### config.mk
export PLATFORM = sky130hd
export DESIGN_NAME = serial_bus_master
export DESIGN_NICKNAME = d
export VERILOG_FILES = /design/src/rtl/serial_bus_pkg.sv /design/src/rtl/serial_bit_tick.sv /design/src/rtl/serial_bus_master.sv
export SDC_FILE = /design/constraint.sdc
export NUM_CORES = 1
export LEC_CHECK = 0
export CORE_MARGIN = 2
export CORE_UTILIZATION = 57
export CTS_CLUSTER_DIAMETER = 120
export DETAILED_ROUTE_END_ITERATION = 8
export GPL_TIMING_DRIVEN = 1
export PLACE_DENSITY_LB_ADDON = 0.2
export SYNTH_ARGS = -nofsm -noshare
export SYNTH_HDL_FRONTEND = slang
export SYNTH_SLANG_ARGS = --single-unit
### constraint.sdc
create_clock -name clk -period 2.9 [get_ports clk]
set_clock_uncertainty 0.15 [all_clocks]
set_input_delay 0.58 -clock clk [delete_from_list [all_inputs] [get_ports clk]]
set_output_delay 0.58 -clock clk [all_outputs]
set_load 0.005 [all_outputs]
### src/rtl/serial_bus_pkg.sv
// Shared types and constants for the single-wire serial bus.
// The parity helper is common to the master and the slaves.
package serial_bus_pkg;

    typedef enum logic [3:0] {
        ST_IDLE,
        ST_START,
        ST_ADDR,
        ST_DATA,
        ST_PAR,
        ST_STOP,
        ST_WAIT_RSP,
        ST_RSP,
        ST_RETRY_CHK,
        ST_DONE_OK,
        ST_DONE_FAIL
    } state_t;

    localparam logic START_BIT  = 1'b0;
    localparam logic STOP_BIT   = 1'b1;
    localparam logic IDLE_LEVEL = 1'b1;

    localparam logic RSP_ACK = 1'b1;
    localparam logic RSP_NAK = 1'b0;

    localparam int PAR_MAX_W = 64;

    // Even parity: the returned bit makes the total count of ones even.
    function automatic logic even_parity(
        input logic [PAR_MAX_W-1:0] v
    );
        return ^v;
    endfunction

endpackage

### src/rtl/serial_bit_tick.sv
// Bit-period counter producing bit-end and mid-bit strobes.
// Restarting aligns the period to a frame or response start.
module serial_bit_tick #(
    parameter int CLKS_PER_BIT = 4
) (
    input  logic clk,
    input  logic reset_n,
    input  logic restart,
    input  logic en,
    output logic bit_end,
    output logic mid
);

    localparam int CW = $clog2(CLKS_PER_BIT);
    localparam logic [CW-1:0] LAST = CW'(CLKS_PER_BIT - 1);
    localparam logic [CW-1:0] MID  = CW'((CLKS_PER_BIT - 1) / 2);

    logic [CW-1:0] cnt;

    always_ff @(posedge clk or negedge reset_n) begin
        if (!reset_n) begin
            cnt <= '0;
        end else if (restart) begin
            cnt <= '0;
        end else if (en) begin
            cnt <= (cnt == LAST) ? '0 : cnt + 1'b1;
        end
    end

    assign bit_end = en && (cnt == LAST);
    assign mid     = en && (cnt == MID);

endmodule

### src/rtl/serial_bus_master.sv
// Serial bus master: frames one addressed write, awaits the slave status.
// Define SERIAL_BUS_MASTER_RETRY_EN to retry NAKs/timeouts up to MAX_RETRY times.
module serial_bus_master
    import serial_bus_pkg::*;
#(
    parameter int ADDR_W       = 8,
    parameter int DATA_W       = 16,
    parameter int CLKS_PER_BIT = 4,
    parameter int TIMEOUT      = 64,
    parameter int MAX_RETRY    = 2
) (
    input  logic              clk,
    input  logic              reset_n,
    input  logic              cs,
    input  logic              req_valid,
    input  logic [ADDR_W-1:0] req_addr,
    input  logic [DATA_W-1:0] req_data,
    output logic              ready,
    output logic              serial_o,
    input  logic              serial_i,
    output logic              ok,
    output logic              fail,
    output logic              check_err,
    output logic              no_answer
);

    localparam int FW = ADDR_W + DATA_W;
    localparam int BW = $clog2(FW + 1);
    localparam int TW = $clog2(TIMEOUT + 1);

    state_t state;
    state_t next_state;

    logic [FW-1:0] frame_q;
    logic [FW-1:0] shift_q;
    logic          par_q;
    logic [BW-1:0] bcnt;
    logic [TW-1:0] tcnt;
    logic          phase_q;
    logic          nak_q;
    logic          ready_q;
    logic          rx_s1;
    logic          rx_s2;
    logic          rx;
    logic          accept;
    logic          retry_ok;
    logic          restart;
    logic          bit_end;
    logic          mid;
    logic          shifting;

    assign rx       = rx_s2;
    assign accept   = (state == ST_IDLE) && req_valid && ready_q;
    assign shifting = (state == ST_ADDR) || (state == ST_DATA);

    // Realign the bit counter whenever a frame or a response begins.
    assign restart = (next_state != state) &&
                     ((next_state == ST_START) ||
                      (next_state == ST_RSP));

    serial_bit_tick #(
        .CLKS_PER_BIT(CLKS_PER_BIT)
    ) u_tick (
        .clk    (clk),
        .reset_n(reset_n),
        .restart(restart),
        .en     (state != ST_IDLE),
        .bit_end(bit_end),
        .mid    (mid)
    );

`ifdef SERIAL_BUS_MASTER_RETRY_EN
    localparam int AW = $clog2(MAX_RETRY + 2);

    logic [AW-1:0] attempts;

    always_ff @(posedge clk or negedge reset_n) begin
        if (!reset_n) begin
            attempts <= '0;
        end else if (accept) begin
            attempts <= AW'(1);
        end else if ((state == ST_RETRY_CHK) && retry_ok) begin
            attempts <= attempts + 1'b1;
        end
    end

    assign retry_ok = (attempts < AW'(MAX_RETRY + 1));
`else
    logic unused_max_retry;

    assign unused_max_retry = ^MAX_RETRY;
    assign retry_ok         = 1'b0;
`endif

    always_comb begin
        next_state = state;
        unique case (state)
            ST_IDLE: begin
                if (accept) next_state = ST_START;
            end
            ST_START: begin
                if (bit_end) next_state = ST_ADDR;
            end
            ST_ADDR: begin
                if (bit_end && (bcnt == BW'(ADDR_W - 1)))
                    next_state = ST_DATA;
            end
            ST_DATA: begin
                if (bit_end && (bcnt == BW'(FW - 1)))
                    next_state = ST_PAR;
            end
            ST_PAR: begin
                if (bit_end) next_state = ST_STOP;
            end
            ST_STOP: begin
                if (bit_end) next_state = ST_WAIT_RSP;
            end
            ST_WAIT_RSP: begin
                if (rx == START_BIT)
                    next_state = ST_RSP;
                else if (tcnt == TW'(TIMEOUT - 1))
                    next_state = ST_RETRY_CHK;
            end
            ST_RSP: begin
                // Status is sampled mid-way through the bit after the start bit.
                if (phase_q && mid)
                    next_state = (rx == RSP_ACK) ? ST_DONE_OK
                                                 : ST_RETRY_CHK;
            end
            ST_RETRY_CHK: begin
                next_state = retry_ok ? ST_START : ST_DONE_FAIL;
            end
            ST_DONE_OK: begin
                next_state = ST_IDLE;
            end
            ST_DONE_FAIL: begin
                next_state = ST_IDLE;
            end
            default: begin
                next_state = ST_IDLE;
            end
        endcase
    end

    always_ff @(posedge clk or negedge reset_n) begin
        if (!reset_n) begin
            state   <= ST_IDLE;
            ready_q <= 1'b0;
        end else begin
            state   <= next_state;
            ready_q <= (next_state == ST_IDLE) && cs;
        end
    end

    always_ff @(posedge clk or negedge reset_n) begin
        if (!reset_n) begin
            rx_s1 <= IDLE_LEVEL;
            rx_s2 <= IDLE_LEVEL;
        end else begin
            rx_s1 <= serial_i;
            rx_s2 <= rx_s1;
        end
    end

    always_ff @(posedge clk or negedge reset_n) begin
        if (!reset_n) begin
            frame_q <= '0;
            par_q   <= 1'b0;
        end else if (accept) begin
            frame_q <= {req_addr, req_data};
            par_q   <= even_parity(PAR_MAX_W'({req_addr, req_data}));
        end
    end

    // The shifter reloads during every START, so retries resend the latched frame.
    always_ff @(posedge clk or negedge reset_n) begin
        if (!reset_n) begin
            shift_q <= '0;
            bcnt    <= '0;
        end else if (state == ST_START) begin
            shift_q <= frame_q;
            bcnt    <= '0;
        end else if (shifting && bit_end) begin
            shift_q <= {shift_q[FW-2:0], 1'b0};
            bcnt    <= bcnt + 1'b1;
        end
    end

    always_ff @(posedge clk or negedge reset_n) begin
        if (!reset_n) begin
            tcnt    <= '0;
            phase_q <= 1'b0;
            nak_q   <= 1'b0;
        end else begin
            tcnt <= (state == ST_WAIT_RSP) ? tcnt + 1'b1 : '0;
            if (state != ST_RSP)
                phase_q <= 1'b0;
            else if (bit_end)
                phase_q <= 1'b1;
            if (next_state == ST_RETRY_CHK)
                nak_q <= (state == ST_RSP) && (rx == RSP_NAK);
        end
    end

    always_comb begin
        serial_o = IDLE_LEVEL;
        unique case (state)
            ST_START: serial_o = START_BIT;
            ST_ADDR:  serial_o = shift_q[FW-1];
            ST_DATA:  serial_o = shift_q[FW-1];
            ST_PAR:   serial_o = par_q;
            ST_STOP:  serial_o = STOP_BIT;
            default:  serial_o = IDLE_LEVEL;
        endcase
    end

    assign ready     = ready_q;
    assign ok        = (state == ST_DONE_OK);
    assign fail      = (state == ST_DONE_FAIL);
    assign check_err = fail && nak_q;
    assign no_answer = fail && !nak_q;

endmodule

==> results of run 1 <==
## cell families (layout without fill, tap and decap cells)
| kind of cell | after synthesis | in the layout | share of synthesized area |
|---|---|---|---|
| fa+ha+maj | 4 | 4 | 0.0143 |
| mux | 49 | 49 | 0.150 |
| compound gates | 44 | 44 | 0.0749 |
| simple gates | 92 | 92 | 0.133 |
| flops | 72 | 72 | 0.517 |
| buf+inv | 23 | 60 | 0.0298 |
| xor+xnor | 31 | 31 | 0.0817 |
## area by class of cell
type | instances | share of cell area
timing repair buffer | 38 | 0.0920
inverter | 7 | 0.00639
clock inverter | 2 | 0.00914
multi-input combinational | 220 | 0.389
tap | 75 | 0.0228
clock buffer | 13 | 0.0411
sequential | 72 | 0.440
## critical path: cells and delay by family, from the launching register on
kind / cells / cell delay (ns)
AND/OR/NAND/NOR: 2 / 0.45
AO/OA/AOI/OAI: 1 / 0.07
buffers and inverters: 2 / 0.55
flip-flops: 1 / 0.54
## stage by stage
| stage | setup WS, ns | total power, mW | utilization | cell area (um^2) |
|---|---|---|---|---|
| 6_report | 0.223 | 1.97 | 0.694 | 4110 |
| 5_1_grt | 0.0902 | 2.05 | 0.694 | 4110 |
| 4_1_cts | 0.0576 | 1.99 | 0.694 | 4110 |
| 3_5_place_dp | 0.309 | 1.18 | 0.659 | 3900 |
| 3_3_place_gp | 0.318 | 1.18 | 0.659 | 3900 |
| 2_1_floorplan | 0.674 | 1.10 | - | 3490 |
## state kept, by name, summed over array words and instances (netlist names)
signal	flops
frame_q	24
shift_q	24
tcnt	7
bcnt	5
state	4
u_tick.cnt	2
nak_q	1
par_q	1
phase_q	1
ready	1
rx	1
rx_s1	1
## cells in the final DEF (no fill, tap or decap), drive strengths merged, types with 2 or more instances in the layout
| cell type | instances |
|---|---|
| nand3 | 6 |
| nand2b | 6 |
| inv | 7 |
| and3 | 3 |
| buf | 5 |
| and2 | 2 |
| ha | 4 |
| clkdlybuf4s50 | 33 |
| nor2b | 3 |
| xnor2 | 22 |
| a211oi | 2 |
| mux2i | 24 |
| dfrtp | 70 |
| clkbuf | 13 |
| dfstp | 2 |
| a21oi | 26 |
| a21boi | 2 |
| nand3b | 2 |
| mux2 | 25 |
| nor3 | 5 |
| nor4 | 2 |
| nand4 | 3 |
| nor2 | 44 |
| nor4bb | 2 |
| o21ai | 5 |
| xor2 | 8 |
| a31oi | 2 |
| nand2 | 10 |
## power by group
group | internal (mW) | switching (mW) | total (mW)
Sequential | 1.01 | 0.00108 | 1.01
Combinational | 0.0916 | 0.0597 | 0.151
Clock | 0.464 | 0.347 | 0.811
## repair_timing
action,in CTS,in global routing
setup buffers,0,0
endpoints found under the setup margin,0,1
gates resized for setup,0,2
## synth_stat cells, drive strengths merged (2+ instances only)
cell type  instances  area share
inv                7      0.0075
nor2              44       0.047
nand3              6      0.0086
nor4               2      0.0054
a211oi             2      0.0043
dfrtp             70        0.50
nand3b             2      0.0043
nor2b              3      0.0054
o21ai              5      0.0072
clkbuf             4      0.0043
and3               3      0.0054
a31oi              2      0.0036
and2               2      0.0036
buf               12       0.018
nand4              3      0.0054
nor4bb             2      0.0057
ha                 4       0.014
mux2              25       0.081
nand2             10       0.011
nand2b             6       0.011
dfstp              2       0.015
xor2               8       0.020
mux2i             24       0.069
a21oi             26       0.037
nor3               5      0.0086
a21boi             2      0.0043
xnor2             22       0.055
## layer usage
layer  part of all wire  vias to the layer above
met3              0.037                        8
met1               0.47                     1161
li1                   -                     1156
met5                  0                        -
met2               0.48                       45
met4              0.013                        0
## final timing paths
kind / startpoint / to / cells past startpoint
hold reg to reg: rx_s1 / rx / 0
max in group asynchronous: reset_n / rx_s1 / 2
hold / removal: reset_n / nak_q / 1
setup reg to reg: state[0] / nak_q / 5
setup / recovery: state[1] / serial_o / 5
min in group clk: rx_s1 / rx / 0
==> flow_metrics.py, run 1 <==
metrics = {
    "finish": {
        "final_layout_size_suffix_gt1_frac": 0.111,
        "finalNetCount": 381,
        "number_of_filler_cells_placed_in_the_layout": 449,
        "layout.area.seq_um2": 1810,
        "multi_input_comb_area_um2": 1600,
        "n_antenna_cell": 0,
        "areaGrowthSynthToFinish_pct": 17.7,
        "instances_no_fill": 427,
    },
    "worst_setup_path": {
        "worst-r2r-setup-slack_ns": 0.45,
        "crit_path_cell_trace": "inv_1 > or3_1 > o21ai_0 > nand2_1 > clkdlybuf4s50_1",
        "cp.required_ns": 2.17,
        "path_class": "reg2out",
        "critical_path_arrival_ns": 1.95,
        "crit_path_max_incr_delay_ns": 0.54,
        "critical_path.slowest_cell": "dfrtp_2",
        "setup.worst_path.end_class": "output pin",
        "worst_path_maximum_fanout": 16,
        "cp-start-kind": "register",
    },
    "cts": {
        "clock_latency_late_sink_ns": 0.33,
        "numCtsBuffers": 9,
        "clock_sink_count": 72,
        "cts.path.max_buffers": 2,
        "cts_tree": "built",
        "cts-root-buf": "clkbuf_8",
        "clock_pin_slew_on_the_worst_setup_and_hold_paths_ns": 0.08,
        "holdBufCountCts": 0,
        "htreeDepth": 3,
    },
    "global_routing": {
        "use_met2": 0.349,
        "grt_util_met3": 0.0446,
        "grt_remaining_overflow": 0,
        "antenna_found_initial": 0,
        "grt.total_usage": 0.211,
        "met1_usage": 0.266,
        "largest_net_degree_at_the_start_of_global_routing": 55,
        "grt_pass1_wl_um": 10700,
        "grt_pass1_vias": 2385,
        "grt-busiest-layer": "met2",
    },
    "sta": {
        "fin_worst_hold_slack_ns": 0.0434,
        "timing.slew.headroom": 0.552,
        "post-route-period-util": 0.923,
        "tmin_final_ns": 2.68,
        "tns_ns": 0,
        "maxSlewViolCount": 0,
        "grt_setup_unrepaired": "no",
        "report.final.setup_viol": 0,
        "max_freq_mhz": 374,
        "timing.final.hold_violations": 0,
        "tightest_slew_ns": 0.662,
    },
    "synth": {
        "synth_cell_type_count": 45,
        "syn-cell-area_um2": 3490,
        "post_synth_inst_count": 315,
        "synthesis.nets": 348,
        "synth_ff_type": "dfrtp_1",
        "synth_edf_count": 0,
        "synth.avg_cell_area_um2": 11.1,
        "synth_sequential_area_ratio": 0.517,
        "synth-warning-count": 0,
        "synthesis_stage_register_bit_count": 72,
        "synth_async_sr_flop_share": 1.00,
    },
    "placed_design": {
        "post-dp-hpwl_um": 4220,
        "placed_cells": 412,
        "place.gp.congestion": 0.833,
        "portBuffers": 34,
    },
    "routing": {
        "viasPerCell": 5.55,
        "detail_route.first_pass.iterations": 4,
        "detail_route.iter0.violations": 154,
        "num_vias": 2370,
        "route.detailed.drc": 0,
        "routed_wirelength_um": 6210,
        "avgRoutedWirePerCell_um": 14.5,
        "drt.antenna.violating_nets": 0,
    },
    "die": {
        "fp.dieW_um": 82.2,
        "die_area_um2": 6760,
        "floorplan.initialDensity": 0.589,
        "die_h_um": 82.2,
        "io-pin-count": 35,
        "rows": 28,
        "floorplan.core_area_um2": 5920,
    },
    "power_and_ir_drop": {
        "p_leak_nw": 1.81,
        "ir_drop_mv": 0.323,
        "power_density_nw_per_um2": 479,
    },
    "status": {
        "run_status": "complete, no violations",
    },
    "run": {
        "drv_cap": 0,
    },
    "min_path": {
        "path_class_of_the_lowest_slack_min_delay_path": "in2async",
    },
}
Note: power is estimated with default switching activity, not from simulation.
==> run 2: changes to the inputs <==
--- a/config.mk
+++ b/config.mk
@@ -9,7 +9,7 @@
 export CORE_UTILIZATION = 57
 export CTS_CLUSTER_DIAMETER = 120
 export DETAILED_ROUTE_END_ITERATION = 8
-export GPL_TIMING_DRIVEN = 1
+export GPL_TIMING_DRIVEN = 0
 export PLACE_DENSITY_LB_ADDON = 0.2
 export SYNTH_ARGS = -nofsm -noshare
 export SYNTH_HDL_FRONTEND = slang
==> flow_metrics.py, run 2 (synthesized netlist as in run 1, its figures left out) <==
metrics = {
    "status": {
        "run_status": "complete, no violations",
    },
    "cts": {
        "htreeDepth": 3,
        "clock_pin_slew_on_the_worst_setup_and_hold_paths_ns": 0.08,
        "clock_latency_late_sink_ns": 0.35,
        "numCtsBuffers": 9,
        "cts-root-buf": "clkbuf_8",
        "cts.path.max_buffers": 2,
        "cts_tree": "built",
        "clock_sink_count": 72,
    },
    "worst_setup_path": {
        "cp_num_buf_inv": 3,
        "cp.required_ns": 2.17,
        "cp-start-kind": "register",
        "critical_path.slowest_cell": "dfrtp_2",
        "r2r_cells": 7,
        "worst-r2r-setup-slack_ns": 0.34,
        "setup.worst_path.end_class": "output pin",
        "critical_path_arrival_ns": 2.06,
        "worst-path-stages": 6,
        "worst_setup_path_startpoint": "state[1]",
        "critical_path.top_delay_family": "buffers and inverters",
        "crit_path_max_incr_delay_ns": 0.44,
        "worst_path_maximum_fanout": 10,
        "r2r_start": "u_tick.cnt[0]",
        "crit_path_cell_trace": "buf_4 > inv_1 > or3_1 > o21ai_0 > nand2_1 > clkdlybuf4s50_1",
        "path_class": "reg2out",
    },
    "sta": {
        "report.final.setup_viol": 0,
        "max_freq_mhz": 359,
        "tightest_slew_ns": 0.892,
        "fin_worst_hold_slack_ns": 0.199,
        "final_critical_path_setup_slack_ns": 0.112,
        "timing.final.hold_violations": 0,
        "post-route-period-util": 0.961,
        "timing.slew.headroom": 0.405,
        "grt_setup_unrepaired": "no",
        "tmin_final_ns": 2.79,
        "maxSlewViolCount": 0,
    },
    "placed_design": {
        "post-dp-hpwl_um": 4670,
        "postPlaceCellArea_um2": 3920,
        "portBuffers": 34,
        "place.gp.congestion": 0.902,
        "setup_slack_at_placement_ns": 0.256,
    },
    "routing": {
        "detail_route.iter0.violations": 103,
        "drt.antenna.violating_nets": 0,
        "routed_wirelength_um": 6680,
        "viasPerCell": 5.48,
        "avgRoutedWirePerCell_um": 15.2,
        "num_vias": 2405,
        "detail_route.first_pass.iterations": 4,
        "route.detailed.drc": 0,
    },
    "global_routing": {
        "grt_pass1_vias": 2397,
        "antenna_found_initial": 0,
        "grt_pass1_wl_um": 11200,
        "grt_remaining_overflow": 0,
        "largest_net_degree_at_the_start_of_global_routing": 73,
        "grt.total_usage": 0.223,
    },
    "finish": {
        "final_layout_size_suffix_gt1_frac": 0.124,
        "areaGrowthSynthToFinish_pct": 18.3,
        "largest_registers": "frame_q x24, shift_q x24, tcnt x7",
        "number_of_filler_cells_placed_in_the_layout": 454,
        "mostFrequentLayoutCell": "dfrtp_1",
        "post-route-cell-area_um2": 4130,
        "layout.cells.most_common_list": "68 x dfrtp_1, 44 x nor2_1, 33 x clkdlybuf4s50_1",
        "n_antenna_cell": 0,
        "finalNetCount": 392,
    },
    "power_and_ir_drop": {
        "power_density_nw_per_um2": 478,
        "ir_drop_mv": 0.319,
        "power.total_mw": 1.97,
        "p_leak_nw": 1.82,
    },
    "die": {
        "die_h_um": 82.2,
        "rows": 28,
        "die_area_um2": 6760,
        "floorplan.core_area_um2": 5920,
        "fp.dieW_um": 82.2,
        "floorplan.initialDensity": 0.589,
        "io-pin-count": 35,
    },
    "run": {
        "drv_cap": 0,
    },
    "min_path": {
        "path_class_of_the_lowest_slack_min_delay_path": "in2async",
    },
}
==> run 2: timing repair <==
action,in CTS,in global routing
gates resized for setup,1,2
endpoints found under the setup margin,1,1
buffers inserted,0,0
hold buffers,0,0
==> run 2: worst register-to-register path, cell delays in order, from the launching register on <==
cell	delay (ns)
dfrtp_1	0.40
ha_1	0.20
clkbuf_1	0.36
nand2_1	0.10
a21boi_1	0.35
buf_2	0.32
buf_1	0.42
a21oi_1	0.13
==> run 2: per-stage QoR <==
step	std cells	TNS, ns	util
after detailed placement	424	0	0.662
after global routing	439	0	0.697
after floorplan	315	0	-
after global placement	424	-93.79	0.663
final	439	0	0.697
after CTS	440	0	0.697
==> run 2: report_power, final <==
part / switching, mW / internal [mW] / leakage [nW]
logic: 0.0621 / 0.0894 / 0.745
registers: 0.00108 / 1.01 / 0.977
clock network: 0.392 / 0.423 / 0.0989
==> run 2: final timing paths <==
kind | end
max reg2reg | shift_q[19]
max in group asynchronous | state[2]
min | state[3]
min reg2reg | rx
max | serial_o
min in group clk | rx
==> run 2: layout make-up <==
type	count	area (um^2)	share of cell area
inverter	7	26.3	0.00637
clock inverter	6	67.6	0.0164
buffer	15	76.3	0.0185
clock buffer	10	138	0.0333
multi-input combinational	220	1580	0.383
timing repair buffer	34	338	0.0818
sequential	72	1810	0.438
tap	75	93.8	0.0227
==> run 2: metal layers <==
layer | vias to the layer above | wire, um | track usage
met5 | - | 0 | 0
met4 | 0 | 136 | 0.103
met3 | 10 | 197 | 0.0435
met2 | 47 | 3180 | 0.361
met1 | 1169 | 3160 | 0.290
li1 | 1179 | - | -
==> edit 1 (config.mk and constraints of run 1) <==
Add a define of `SERIAL_BUS_MASTER_RETRY_EN`.
--- a/src/rtl/serial_bus_master.sv
+++ b/src/rtl/serial_bus_master.sv
@@ -2,2 +2,4 @@
 // Define SERIAL_BUS_MASTER_RETRY_EN to retry NAKs/timeouts up to MAX_RETRY times.
+`define SERIAL_BUS_MASTER_RETRY_EN
+
 module serial_bus_master
Check against the original RTL: no difference found for any inputs over 10 cycles, from zero or initial values and one cycle with reset_n low; that may be too few to reach the edited logic, so the function may still have changed.
==> edit 1 against run 1 <==
Worst setup slack got worse by 0.028 ns. Utilization is 0.87 points lower. Final area increased by 4.7%. Die area grew 4.8%. Largest cell class unchanged. Sequential cell count is 2 higher. Hold slack better by 0.11 ns. Wire length up 5.8%. Power is 7.1% higher. Synthesized area up 5.1%.
==> edit 1: results (changes against run 1) <==
crit-path max FO=14 (-2); pwr dens=490 nW/um2 (+2.3%); placed cell count=428 (+3.9%); Slowest Stage Delay on Critical Path=0.65 ns (+0.11 ns); Iter 0 DRT Violations=122 (-21%); vias=2474 (+4.4%); Via density=5.57 (+0.39%); relative slew slack=48.8% (-6.5 points); critical path's top delay family=flip-flops; leakage=0.00179 uW (-0.78%); layout net count=396 (+3.9%); Post-Route WL=6570 um (+5.8%); top cells by count, synth=dfrtp_1, nand2_1, nor2_1; Mapped Nets=361 (+3.7%); first-pass GRT wire length=11400 um (+6.3%); syn avg cell area=11.2 um2 (+1.2%); Place WS=0.481 ns (+0.172 ns); HPWL after DPL=4520 um (+7.1%); clock-net power=921 uW (+14%); post-synthesis sequential area ratio=50.6% (-1.1 points); leading cell types by total area after synthesis=dfrtp_1, mux2_2, mux2i_1; hold slack=0.155 ns (+0.111 ns); reg2reg start=state[3]; status=finished, final reports clean; GP Congestion=0.889 (+6.7%); Post-DP Area=4060 um2 (+4.2%); share of cells above drive strength 1=16.9% (+5.8 points)
-- edit 1: metal layers --
layer	vias up	wire [um]	GRT usage, %
met5	-	0	0
met4	0	134	9.38
met3	12	281	5.01
met2	59	3160	33.2
met1	1192	3000	26.0
li1	1211	-	-
-- edit 1: worst max-delay path by stage --
| stage | from | end | slack (ns) | cells after the start |
|---|---|---|---|---|
| after floorplan | state[1] | nak_q | 0.89 | 6 |
| after global placement | state[1] | serial_o | 0.53 | 4 |
| after detailed placement | state[1] | serial_o | 0.48 | 4 |
| after CTS | state[1] | serial_o | 0.11 | 4 |
| after global routing | state[2] | check_err | 0.09 | 4 |
| final | state[2] | serial_o | 0.19 | 4 |
-- edit 1: final cells by class --
cell class / instances / area, um2
flip-flops and latches: 74 / 1860
clock inverters: 4 / 72.6
multi-input cells: 231 / 1690
repair buffers: 41 / 400
fillers: 476 / 1980
clock buffers: 12 / 165
inverters: 5 / 18.8
well taps: 77 / 96.3
-- edit 1: worst register-to-register path: cells and delay by family, from the launching register on --
| family | cells | cell delay [ns] |
|---|---|---|
| flops | 1 | 0.58 |
| compound gates | 2 | 0.36 |
| buf+inv | 1 | 0.20 |
| simple gates | 3 | 0.56 |
| mux | 1 | 0.31 |
-- edit 1: cell families (layout without fill, tap and decap cells) --
family / Yosys count / after routing / share of synthesized area (%)
DFF: 74 / 74 / 50.6
xor gates and xnor gates: 32 / 32 / 7.65
adders and majority gates: 5 / 5 / 1.71
and+or+nand+nor: 97 / 97 / 13.7
muxes: 50 / 50 / 14.6
AOI/OAI and AO/OA: 47 / 47 / 8.36
buffers and inverters: 22 / 62 / 3.41
-- edit 1: what timing repair did --
action	CTS	global route
resized for setup	0	1
setup endpoints to repair	0	1
hold buffers	0	0
hold endpoints to repair	0	0
==> edit 2 (config.mk and constraints of run 1) <==
Without the edit above. One comparison of `bcnt` changes from == to >=.
--- a/src/rtl/serial_bus_master.sv
+++ b/src/rtl/serial_bus_master.sv
@@ -104,3 +104,3 @@
             ST_ADDR: begin
-                if (bit_end && (bcnt == BW'(ADDR_W - 1)))
+                if (bit_end && (bcnt >= BW'(ADDR_W - 1)))
                     next_state = ST_DATA;
Function: same outputs for any inputs over 10 cycles, from zero or initial values and one cycle with reset_n low; that may be too few to reach the edited logic, so the function may still have changed.
==> edit 2 against run 1 <==
Cell count is 0.70% higher. Sequential cell count stayed put. Synthesized area is 3.3% higher. Utilization is 0.098 points higher. Worst setup slack worse by 0.026 ns. Power is 0.24% higher. Die area is 3.1% higher. Wire length is 1.2% higher. Synthesized cell count is 0.63% lower. Final area is 1.9% higher. Sequential share of layout area is 0.89 points lower. Critical path type unchanged. Largest cell class unchanged.
==> edit 2: results (changes against run 1) <==
status=finished, final reports clean; Post-Route WL=6290 um (+1.2%); Post-DP Area=3980 um2 (+2.1%); first-pass GRT wire length=11200 um (+3.9%); layout net count=383 (+0.52%); WP data arrival=1.97 ns (+0.02 ns); post-synthesis cell type count=47 (+4.4%); Compound-Gate Fraction of Synth Area=7.64% (+0.15 points); Iter 0 DRT Violations=134 (-13%); critical path's slowest cell=dfrtp_1; Slowest Stage Delay on Critical Path=0.56 ns (+0.02 ns); Synth Area in Adders=1.39% (-0.045 points); post-synthesis sequential area ratio=50.1% (-1.6 points); largest net degree at the start of global routing=54 (-1.8%); Mapped Nets=346 (-0.57%); crit-path max FO=14 (-2); multiplexer share of the synthesized area=16.6% (+1.7 points); top cells by count, synth=dfrtp_1, nand2_1, o21ai_0; Synth Area in XOR/XNOR=7.67% (-0.50 points); GRT Util Overall=20.0% (-1.2 points); worst min-delay path class=flop to flop; GP Congestion=0.874 (+4.9%); leakage=0.00179 uW (-0.96%); share of cells above drive strength 1=16.3% (+5.3 points); leading cell types by total area after synthesis=dfrtp_1, mux2_4, mux2i_1; vias in the first global route=2448 (+2.6%); Via density=5.54 (-0.11%)
-- edit 2: path summary, 6_finish.rpt --
check / startpoint / endpoint / slack, ns
max: state[1] / serial_o / 0.20
min: rx_s1 / rx / 0.21
max reg2reg: state[3] / frame_q[4] / 0.57
min reg2reg: rx_s1 / rx / 0.21
max in group asynchronous: reset_n / shift_q[5] / 1.65
min in group asynchronous: reset_n / state[2] / 0.22
-- edit 2: where the power goes --
part	total [uW]	internal [uW]	leakage [uW]	switching, uW
registers	1010	1010	0.000969	1.33
clock network	813	441	0.000101	372
logic	154	93.1	0.000718	60.9
-- edit 2: kinds of logic after synthesis --
family | count (synthesis)
multiplexers | 50
XOR/XNOR | 30
flip-flops | 72
adder cells (fa/ha/maj) | 4
AND/OR/NAND/NOR | 91
AO/OA/AOI/OAI | 46
buffers and inverters | 20
-- edit 2: area by class of cell --
cell class,count,area [um2]
inverter,4,15.0
timing repair buffer,42,395
sequential,72,1800
multi-input combinational,221,1670
clock inverter,5,55.1
clock buffer,11,151
fill,456,1840
tap,75,93.8
-- edit 2: routing by layer --
metal	share of wire, %	global-route usage (%)
met1	44	25.2
met2	50	34.4
met3	3.9	3.66
met4	1.3	7.62
met5	0	0
-- edit 2: stage by stage --
step                      power, uW  std cells  setup slack [ns]  utilization, %  hold WS (ns)
after floorplan                1110        313             0.844               -         0.134
after global routing           2040        430           0.00780            69.5         0.211
after detailed placement       1180        414             0.518            66.1         0.205
after global placement         1180        414             0.544            66.1         0.203
after CTS                      1990        430             0.193            69.5         0.211
final                          1970        430             0.197            69.5         0.207
